==> config.mk <==
export PLATFORM = sky130hd
export DESIGN_NAME = cache_line_burst_engine
export DESIGN_NICKNAME = d
export VERILOG_FILES = /design/src/rtl/cache_line_burst_engine.sv
export SDC_FILE = /design/constraint.sdc
export NUM_CORES = 1
export LEC_CHECK = 0
export BUFFER_PORTS_ARGS = -buffer_cell sky130_fd_sc_hd__buf_2
export CAP_MARGIN = 10
export CORE_AREA = 2 2 268 270
export CTS_CLUSTER_DIAMETER = 120
export DETAILED_ROUTE_END_ITERATION = 6
export DIE_AREA = 0 0 270 272
export PLACE_DENSITY = 0.59
export SYNTH_ARGS = -nofsm -noshare
export SYNTH_HDL_FRONTEND = slang
export SYNTH_SLANG_ARGS = --single-unit
==> constraint.sdc <==
create_clock -name clk -period 10 [get_ports clk]
set_input_delay 1.5 -clock clk [delete_from_list [all_inputs] [get_ports clk]]
set_output_delay 1.5 -clock clk [all_outputs]
set_load 0.02 [all_outputs]
==> src/rtl/cache_line_burst_engine.sv <==
`timescale 1ns/1ps
// cache_line_burst_engine: moves one cache line between the cache and
// word-wide main memory, as a read burst (fill) or a write burst (writeback).
// Optional feature: define CRITICAL_WORD_FIRST_EN to start every burst at the
// requested word and present the first filled word on crit_valid/crit_word.
module cache_line_burst_engine #(
  parameter  int WORD_SIZE      = 32,
  parameter  int WORDS_PER_LINE = 8,
  localparam int LINE_BITS      = $clog2(WORDS_PER_LINE)
) (
  input  logic                                clk,
  input  logic                                clr_n,
  input  logic                                req_valid,
  output logic                                req_ready,
  input  logic                                req_write,
  input  logic [WORD_SIZE-1:0]                req_addr,
  input  logic [WORD_SIZE*WORDS_PER_LINE-1:0] line_wdata,
  output logic [WORD_SIZE*WORDS_PER_LINE-1:0] line_rdata,
  output logic                                done,
  output logic                                crit_valid,
  output logic [WORD_SIZE-1:0]                crit_word,
  output logic                                mem_req,
  output logic                                mem_we,
  output logic [WORD_SIZE-1:0]                mem_addr,
  output logic [WORD_SIZE-1:0]                mem_wdata,
  input  logic                                mem_ack,
  input  logic [WORD_SIZE-1:0]                mem_rdata
);

  localparam logic [WORD_SIZE-1:0] OFF_MASK = WORD_SIZE'(WORDS_PER_LINE * 4 - 1);

  typedef enum logic [1:0] {IDLE, FILL, WB, DONE} state_t;

  state_t               state;
  state_t               state_nxt;
  logic [LINE_BITS-1:0] cnt;
  logic [LINE_BITS-1:0] beats;
  logic [LINE_BITS-1:0] start_cnt;
  logic [WORD_SIZE-1:0] base;
  logic [WORD_SIZE-1:0] beat_off;
  logic [WORD_SIZE-1:0] wr_words [WORDS_PER_LINE];
  logic [WORD_SIZE-1:0] line_buf [WORDS_PER_LINE];
  logic                 accept;
  logic                 beat_ack;
  logic                 last_beat;

  assign accept    = (state == IDLE) && req_valid;
  assign beat_ack  = ((state == FILL) || (state == WB)) && mem_ack;
  assign last_beat = (beats == LINE_BITS'(WORDS_PER_LINE - 1));
  assign beat_off  = WORD_SIZE'({cnt, 2'b00});

`ifdef CRITICAL_WORD_FIRST_EN
  assign start_cnt = req_addr[LINE_BITS+1:2];
`else
  assign start_cnt = '0;
`endif

  // State register
  always_ff @(posedge clk) begin
    if (!clr_n) begin
      state <= IDLE;
    end else begin
      state <= state_nxt;
    end
  end

  // Next-state and handshake/memory-side outputs
  always_comb begin
    state_nxt = state;
    req_ready = 1'b0;
    done      = 1'b0;
    mem_req   = 1'b0;
    mem_we    = 1'b0;
    mem_addr  = '0;
    mem_wdata = '0;
    case (state)
      IDLE: begin
        req_ready = 1'b1;
        if (req_valid) begin
          state_nxt = req_write ? WB : FILL;
        end
      end
      FILL: begin
        mem_req  = 1'b1;
        mem_addr = base + beat_off;
        if (mem_ack && last_beat) begin
          state_nxt = DONE;
        end
      end
      WB: begin
        mem_req   = 1'b1;
        mem_we    = 1'b1;
        mem_addr  = base + beat_off;
        mem_wdata = wr_words[cnt];
        if (mem_ack && last_beat) begin
          state_nxt = DONE;
        end
      end
      DONE: begin
        done      = 1'b1;
        state_nxt = IDLE;
      end
      default: state_nxt = IDLE;
    endcase
  end

  // Beat counters and line base address
  always_ff @(posedge clk) begin
    if (!clr_n) begin
      cnt   <= '0;
      beats <= '0;
      base  <= '0;
    end else if (accept) begin
      cnt   <= start_cnt;
      beats <= '0;
      base  <= req_addr & ~OFF_MASK;
    end else if (beat_ack) begin
      cnt   <= cnt + LINE_BITS'(1);
      beats <= beats + LINE_BITS'(1);
    end
  end

  // Line storage: writeback copy latched at accept, fill buffer written per beat
  always_ff @(posedge clk) begin
    if (accept) begin
      for (int unsigned i = 0; i < WORDS_PER_LINE; i++) begin
        wr_words[i] <= line_wdata[i*WORD_SIZE +: WORD_SIZE];
      end
    end
    if (clr_n && (state == FILL) && mem_ack) begin
      line_buf[cnt] <= mem_rdata;
    end
  end

  // Pack the fill buffer onto the line output
  always_comb begin
    line_rdata = '0;
    for (int unsigned i = 0; i < WORDS_PER_LINE; i++) begin
      line_rdata[i*WORD_SIZE +: WORD_SIZE] = line_buf[i];
    end
  end

`ifdef CRITICAL_WORD_FIRST_EN
  logic                 crit_valid_q;
  logic [WORD_SIZE-1:0] crit_word_q;

  // First fill beat is the requested word; flag it for one cycle
  always_ff @(posedge clk) begin
    if (!clr_n) begin
      crit_valid_q <= 1'b0;
      crit_word_q  <= '0;
    end else begin
      crit_valid_q <= (state == FILL) && mem_ack && (beats == '0);
      if ((state == FILL) && mem_ack && (beats == '0)) begin
        crit_word_q <= mem_rdata;
      end
    end
  end

  assign crit_valid = crit_valid_q;
  assign crit_word  = crit_word_q;
`else
  assign crit_valid = 1'b0;
  assign crit_word  = '0;
`endif

endmodule

==> flow_summary_export.csv <==
group,metric,value,unit
clocking,cts_resized,0,
detailed_routing,routedWlPerCell,21.0,um
finish,syn2layout_area_growth,30.4,%
floorplan,start_util,27.9,%
pwr,ir_drop,0.000152,V
yosys,synth_top_area_share,78.0,%
sta,fin_tns_setup,0,ps
sta,setup_viol,0,
detailed_routing,drt_first_pass_iters,5,
floorplan,die_area,73400,um^2
detailed_routing,antenna_left,0,
finish,layout_commonest_cell,"buf_2",
floorplan,core_area,70800,um^2
placement,post_dp_cell_area,23900,um^2
yosys,ys_warn_count,0,
pwr,p_sw,1.51,mW
clocking,cts_buffer_depth,3,
pwr,powerDensity,223,nW/um^2
sta,post-route-worst-setup-slack,5170,ps
floorplan,die_h,272,um
critical_path,arrival,3330,ps
yosys,async_flop_share,0,%
critical_path,criticalPathCategory,"flop to output port",
critical_path,cp_max_fo,56,
placement,dp_hpwl,38500,um
yosys,synthFlopType,"edfxtp_1",
clocking,post_cts_buffers,0,
sta,finalCritPeriodShare,48.3,%
critical_path,cp-end-kind,"output port",
yosys,avgSynthCellArea,19.9,um^2
floorplan,io_pins,682,
finish,layout_common_cells,"641 x buf_2, 512 x edfxtp_1, 62 x nand2_1",
pwr,internal_power,4.22,mW
pwr,p_seq_share,50.3,%
detailed_routing,drc,0,
clocking,clock-sinks,550,
grt,grt_pass1_vias,12400,
pwr,combPwrFrac,14.0,%
finish,fillerInstances,6734,
clocking,cts-root-buf,"clkbuf_16",
worst_hold_path,hold_class,"flop to flop",
sta,maxSlewHeadroom,28.0,%
grt,grt_max_degree,150,
yosys,syn_area,19700,um^2
placement,gp_congestion,0.918,
job,maxCapViolations,0,
finish,drive_gt1_share,49.2,%
floorplan,die_w,270,um
grt,grtUsageTotal,14.6,%
sta,fmax,0.207,GHz
clocking,hold_buffers,0,
yosys,synth_edf_count,512,
sta,skew,15.1,ps
pwr,power_frac_clock,35.7,%
yosys,yosysSeqAreaShare,81.8,%
detailed_routing,finalWirelength,55900,um
grt,antenna_found_initial,17,
clocking,cts_tree,"done",
grt,grt_pass1_wl,80300,um
critical_path,crit_required,8500,ps
grt,grt-ovfl-total,0,
finish,nets,1999,
critical_path,start_kind,"flop",
placement,dpl_worst_slack,5300,ps
finish,final_area,25700,um^2
clocking,clock_latency,610,ps
run_status,status,"finished clean",
detailed_routing,initialDrtViolationCount,680,
yosys,synth_cell_types,35,
pwr,p_sw_share,26.3,%
sta,drv_slew,0,
clocking,htreeDepth,2,
floorplan,rows,98,
clocking,numCtsBuffers,60,
pwr,p_total,5.73,mW
sta,worst_slew_pin_slew,1080,ps
sta,period_needed,4830,ps
sta,rsz0062_at_grt,"false",
pwr,power_leakage,9.71,nW
detailed_routing,vias_per_cell,4.32,
clocking,path_clk_slew,60,ps
yosys,ys_top_cells_by_area,"edfxtp_1 78%, dfxtp_1 3.9%, mux4_2 3.7%",
detailed_routing,vias,11500,
placement,port_buffers,641,
yosys,ys_ff_latch,550,
yosys,synth_top_area_cell,"edfxtp_1",
sta,final_hold_viol_count,0,
yosys,synthCells,991,
state kept, by name, summed over array words and instances (netlist names), named ones only:
signal    flops
line_buf    256
wr_words    256
base         27
beats         3
cnt           3
state         2
kinds of logic (layout without fill, tap and decap cells):
group                      count (synthesis)  in the layout  share of synthesized area (%)
AOI/OAI and AO/OA                        102            102                           4.19
xor gates and xnor gates                   3              3                          0.133
adders and majority gates                  8              8                          0.508
buffers and inverters                    112            795                           3.38
DFF                                      550            550                           81.8
muxes                                     96             96                           7.11
other                                      1             40                         0.0190
and+or+nand+nor                          119            119                           2.82
final cells by class:
| cell class | instances | area (um^2) | share of cell area [%] |
|---|---|---|---|
| inverters | 36 | 143 | 0.555 |
| repair buffers | 655 | 3310 | 12.9 |
| flip-flops and latches | 550 | 16100 | 62.8 |
| well taps | 950 | 1190 | 4.62 |
| multi-input cells | 363 | 3100 | 12.1 |
| diodes | 5 | 12.5 | 0.0487 |
| clock inverters | 21 | 203 | 0.789 |
| clock buffers | 83 | 1600 | 6.22 |
critical path, stage by stage, from the launching register on:
cell	delay, ps
dfxtp_4	840
buf_4	820
mux4_2	350
inv_1	60
a221oi_2	380
buf_2	240
per-stage QoR:
stage / hold slack, ps / utilization, % / instances
2_1_floorplan: 432 / - / 1025
3_3_place_gp: 439 / 33.8 / 2554
3_5_place_dp: 444 / 33.8 / 2554
4_1_cts: 452 / 36.3 / 2658
5_1_grt: 470 / 36.3 / 2661
6_report: 450 / 36.3 / 2663
synth_stat cells (8+ instances only):
library cell,number
a21oi_1,33
a221oi_2,29
and2_1,30
buf_2,13
buf_4,40
clkbuf_1,16
dfxtp_1,38
edfxtp_1,512
ha_1,8
inv_1,35
mux2_2,32
mux2i_1,32
mux4_2,32
nand2_1,62
nor2_1,12
o21ai_0,25
o21ai_1,8
power by group through the flow:
| stage | clock network, mW | registers [mW] | logic [mW] |
|---|---|---|---|
| floorplan | 0 | 2.95 | 0.528 |
| global placement | 0 | 2.92 | 0.799 |
| detailed placement | 0 | 2.94 | 0.820 |
| CTS | 2.10 | 2.89 | 0.820 |
| global route | 2.17 | 2.90 | 0.878 |
| finish | 2.04 | 2.88 | 0.803 |
worst paths after layout:
| path | startpoint | end | slack, ps | depth (start not counted) |
|---|---|---|---|---|
| worst max-delay path | flop | mem_wdata[29] | 5170 | 5 |
| worst max register to register | state[0] | wr_words[1][21] | 6140 | 5 |
| worst min register to register | base[15] | base[15] | 450 | 2 |
| worst min-delay path | base[15] | base[15] | 450 | 2 |
metal layers:
metal	wire (um)	vias up	GRT usage, %
met5	119	-	0
met4	1500	22	4.81
met2	27800	546	25.0
met3	5990	110	6.53
met1	20500	5709	16.3
li1	-	5111	-
Note: power is estimated with default switching activity, not from simulation.
